<file path="config.mk">
export PLATFORM = sky130hd
export DESIGN_NAME = fir_sample_packer
export DESIGN_NICKNAME = d
export VERILOG_FILES = /design/src/rtl/fir_sample_packer.sv
export SDC_FILE = /design/constraint.sdc
export NUM_CORES = 1
export LEC_CHECK = 0
export ABC_AREA = 1
export CORE_UTILIZATION = 50
export CTS_CLUSTER_SIZE = 30
export DETAILED_ROUTE_END_ITERATION = 8
export GPL_TIMING_DRIVEN = 1
export PLACE_DENSITY = 0.66
export SLEW_MARGIN = 20
export SYNTH_ARGS = -nofsm -noshare
export SYNTH_HDL_FRONTEND = slang
export SYNTH_SLANG_ARGS = --single-unit
</file>
<file path="constraint.sdc">
create_clock -name clk -period 2.85 [get_ports clk]
set_input_delay 0.4275 -clock clk [delete_from_list [all_inputs] [get_ports clk]]
set_output_delay 0.4275 -clock clk [all_outputs]
set_load 0.02 [all_outputs]
</file>
<file path="src/rtl/fir_sample_packer.sv">
// rtl/fir_sample_packer.sv - packs a byte stream into 32-bit FIR samples behind a small word FIFO
//
// Ports:
//   clk       sole clock, rising edge
//   rst       synchronous active-high reset
//   byte_in   input sample byte
//   byte_vld  byte_in valid, one byte consumed per asserted cycle
//   sync      drop any partial word and restart assembly at byte 0
//   word_out  FIFO head word (holds last value while FIFO empty)
//   word_vld  word_out valid, equals (level != 0)
//   word_rdy  consumer accepts word_out this cycle
//   level     number of FIFO entries occupied
//   overflow  sticky: a completed word was dropped on a full FIFO
//   partial   at least one byte of the current word is held
module fir_sample_packer #(
  parameter int BIG_ENDIAN = 0,
  parameter int DEPTH      = 2
) (
  input  logic                     clk,
  input  logic                     rst,
  input  logic [7:0]               byte_in,
  input  logic                     byte_vld,
  input  logic                     sync,
  output logic [31:0]              word_out,
  output logic                     word_vld,
  input  logic                     word_rdy,
  output logic [$clog2(DEPTH):0]   level,
  output logic                     overflow,
  output logic                     partial
);

  localparam int AW = $clog2(DEPTH);
  localparam int LW = AW + 1;

  logic [1:0]    cnt;
  logic [31:0]   asm_q;
  logic [31:0]   mem [DEPTH];
  logic [AW-1:0] wr_ptr;
  logic [AW-1:0] rd_ptr;
  logic [LW-1:0] level_q;
  logic          overflow_q;
  logic [31:0]   hold_q;

  logic [1:0]    cnt_eff;
  logic [1:0]    lane;
  logic [31:0]   asm_next;
  logic          push;
  logic          pop;
  logic          full;
  logic          push_ok;

  // sync acts in the same cycle: the current byte (if any) lands as byte 0
  // on a cleared word, so the counter and base word are muxed before use.
  // The completed word is taken from asm_next so the 4th byte costs no cycle.
  always_comb begin
    cnt_eff  = sync ? 2'd0 : cnt;
    asm_next = sync ? 32'd0 : asm_q;
    lane     = (BIG_ENDIAN != 0) ? (2'd3 - cnt_eff) : cnt_eff;
    if (byte_vld) begin
      asm_next[{lane, 3'b000} +: 8] = byte_in;
    end
    push    = byte_vld && (cnt_eff == 2'd3);
    full    = (level_q == LW'(DEPTH));
    pop     = word_vld && word_rdy;
    // a pop frees the head slot in the same edge, so a push into a full FIFO
    // is still accepted when the consumer is taking a word
    push_ok = push && (!full || pop);
  end

  always_ff @(posedge clk) begin
    if (rst) begin
      cnt        <= 2'd0;
      asm_q      <= 32'd0;
      wr_ptr     <= '0;
      rd_ptr     <= '0;
      level_q    <= '0;
      overflow_q <= 1'b0;
      hold_q     <= 32'd0;
      for (int i = 0; i < DEPTH; i++) begin
        mem[i] <= 32'd0;
      end
    end else begin
      cnt   <= byte_vld ? (cnt_eff + 2'd1) : cnt_eff;
      asm_q <= push ? 32'd0 : asm_next;

      if (push_ok) begin
        mem[wr_ptr] <= asm_next;
        wr_ptr      <= wr_ptr + AW'(1);
      end

      if (pop) begin
        rd_ptr <= rd_ptr + AW'(1);
        // remember the word being handed out so word_out holds it once empty
        hold_q <= mem[rd_ptr];
      end

      case ({push_ok, pop})
        2'b10:   level_q <= level_q + LW'(1);
        2'b01:   level_q <= level_q - LW'(1);
        default: level_q <= level_q;
      endcase

      if (push && !push_ok) begin
        overflow_q <= 1'b1;
      end
    end
  end

  assign word_vld = (level_q != '0);
  assign word_out = word_vld ? mem[rd_ptr] : hold_q;
  assign level    = level_q;
  assign overflow = overflow_q;
  assign partial  = (cnt != 2'd0);

endmodule

</file>
==> out/qor.txt <==
Yosys cell types - 26
CP max FO - 42
Rel. slew slack - 59.9%
sequential cell area - 3360 um^2
vias in the first global route - 4,456
clk sinks - 136
share of layout cells above drive strength 1 - 7.29%
Setup Skew - 0.00486 ns
post-layout instance area - 7230 um^2
ys async rst share - 0%
Routed wire per std cell - 14.7 um
Max-Cap Viols - 0
post-synth top area share - 31.7%
Max Root-Sink Buffers - 2
Worst Tran Pin Value - 0.595 ns
dominant cell by count in the synthesized netlist - nand2_1
fin util - 62.2%
Reg clk slew, reported paths - 0.06 ns
RSZ-0062 raised after global routing - false
R2R cell count - 11
H-tree depth - 4
P_leak - 0.00270 uW
GRT Resource Usage Total - 23.8%
CTS resizes - 0
PnR worst setup slack - 0.130 ns
worst flop-to-flop path endpoint - level[1]
crit start category - register
Port Buf Inserts - 49
Area Overhead vs Synth - 19.1%
hold path endpoint - hold_q[31]
hold depth - 2
DR pass1 iterations - 9
number of antenna diodes - 0
Vert. Die Dim - 112 um
synth warn - 0
Initial DRC Count - 523
Yosys reg bits - 136
die width - 112 um
Power Dens Cells - 618 nW/um^2
r2r setup slk - 0.62 ns
die area - 12,600 um^2
Post-Syn Nets - 772
Synth Instances - 753
root buffer cell - clkbuf_16
cell taking the most area after synthesis - edfxtp_1
Final Critical Period - 2.72 ns
HPWL after detailed placement - 9120 um
Setup WS pre-CTS - 0.123 ns
global-route wire length before repair - 22,900 um
setup bufs post-CTS - 0
CP required - 2.42 ns
Slew Viols, Final - 0
cell row count - 39
CTS Buf Count - 17
min-delay src - hold_q[31]
placed cell area - 6650 um^2
# DRC - 5
hold buffers post-CTS - 0
most frequent cells after synthesis - 237 x nand2_1, 151 x nor2_1, 72 x dfxtp_1, 64 x edfxtp_1, 58 x a21oi_1
Avg Cell Area, Syn - 8.06 um^2
DRT Wirelength - 14,000 um
Fin. Hold Viols - 0
CP Capture Type - output port
setup violators final - 0
largest net degree at the start of global routing - 43
worst min path class - register to register
vias per cell - 5.27
core area - 11,600 um^2
Antenna Nets Post-Route - 0
initial core utilization - 52.2%
sequential area share after synthesis - 55.4%
insertion delay to the later sink of the worst-skew pair - 0.41 ns
total number of vias - 5,018
CTS tree - done
Crit path arrival time - 2.29 ns
period utilization - 95.4%
fill cell count - 1,002
ys flop type - dfxtp_1
GP Congestion - 0.876
Post-Syn Area - 6070 um^2
failing checks - design-rule violations
VDD IR max - 0.000320 V
FMAX - 368 MHz
status - complete, but fails checks
EDFF count, synth - 64
# IOs - 50
initial antenna violation count - 0
total gr overflow - 0
CP Class - register to output port
final layout net count - 815
total power - 4470 uW
setup TNS - 0 ns
Synth area leaders - edfxtp_1 32%, dfxtp_1 24%, nand2_1 15%, nor2_1 9.3%, a21oi_1 4.8%
FF-to-FF Start - cnt[0]
area occupied by multi-input gates - 2300 um^2
## flip-flops by register name (all words and copies together), names as in the netlist, named ones only
| name | cells |
|---|---|
| asm_q | 32 |
| cnt | 2 |
| hold_q | 32 |
| level | 2 |
| mem | 64 |
| overflow | 1 |
| rd_ptr | 1 |
| wr_ptr | 1 |
## routing by layer
layer / global-route usage, % / up-vias / routed length, um
li1: - / 2502 / -
met1: 33.9 / 2324 / 6780
met2: 36.5 / 173 / 6310
met3: 4.37 / 19 / 731
met4: 9.07 / 0 / 194
met5: 0 / - / 0
## placed cells by master, fill, tap and decap left out, types with 2 or more instances in the layout
master and n:
a21oi_1 58, dfxtp_1 72, o21ai_0 36, ha_1 6
nand2_1 237, clkbuf_16 17, nand3_1 20, a21oi_2 4
buf_4 12, nand2_2 2, inv_1 42, bufinv_16 3
clkdlybuf4s50_1 49, nor2_1 151, nor2_2 2, buf_12 2
nand4_1 8, clkbuf_1 3, edfxtp_1 64, clkinv_1 4
clkinv_2 8, inv_2 2
## layout make-up
cell class / instances / area share (%)
Clock inverter: 11 / 1.78
Tap cell: 143 / 2.48
Clock buffer: 21 / 6.23
Multi-Input combinational cell: 530 / 31.9
Sequential cell: 136 / 46.5
Timing Repair Buffer: 63 / 8.59
Inverter: 48 / 2.51
## worst max-delay path by stage
stage	start	to	slack [ns]
2_1_floorplan	cnt[0]	mem[0][0]	0.30
3_3_place_gp	sync	mem[0][11]	0.17
5_1_grt	register	word_out[6]	0.03
3_5_place_dp	sync	mem[1][11]	0.12
6_report	register	word_out[2]	0.13
4_1_cts	register	word_out[3]	0.15
## cell families after synthesis
| kind of cell | count (synthesis) | synth area share [%] |
|---|---|---|
| compound gates | 99 | 8.60 |
| simple gates | 425 | 28.1 |
| buf+inv | 87 | 6.58 |
| fa+ha+maj | 6 | 1.24 |
| flops | 136 | 55.4 |
## critical path, cell delays in order, from the launching register on
cell             delay, ns
dfxtp_1               0.31
buf_4                 0.24
o21ai_0               0.54
nand2_1               0.10
nand2_1               0.08
clkdlybuf4s50_1       0.59
## power breakdown
group | total [uW] | internal (uW) | leakage (uW) | switching (uW)
combinational | 222 | 68.4 | 0.00116 | 154
clock | 2150 | 1380 | 0.000292 | 770
sequential | 2090 | 2080 | 0.00124 | 11.9
## metrics by stage
step | instances | hold WS, ns
final | 952 | 0.458
after global routing | 952 | 0.471
after CTS | 952 | 0.458
after detailed placement | 920 | 0.448
after global placement | 920 | 0.437
after floorplan | 753 | 0.425
(Power assumes the default switching activity.)
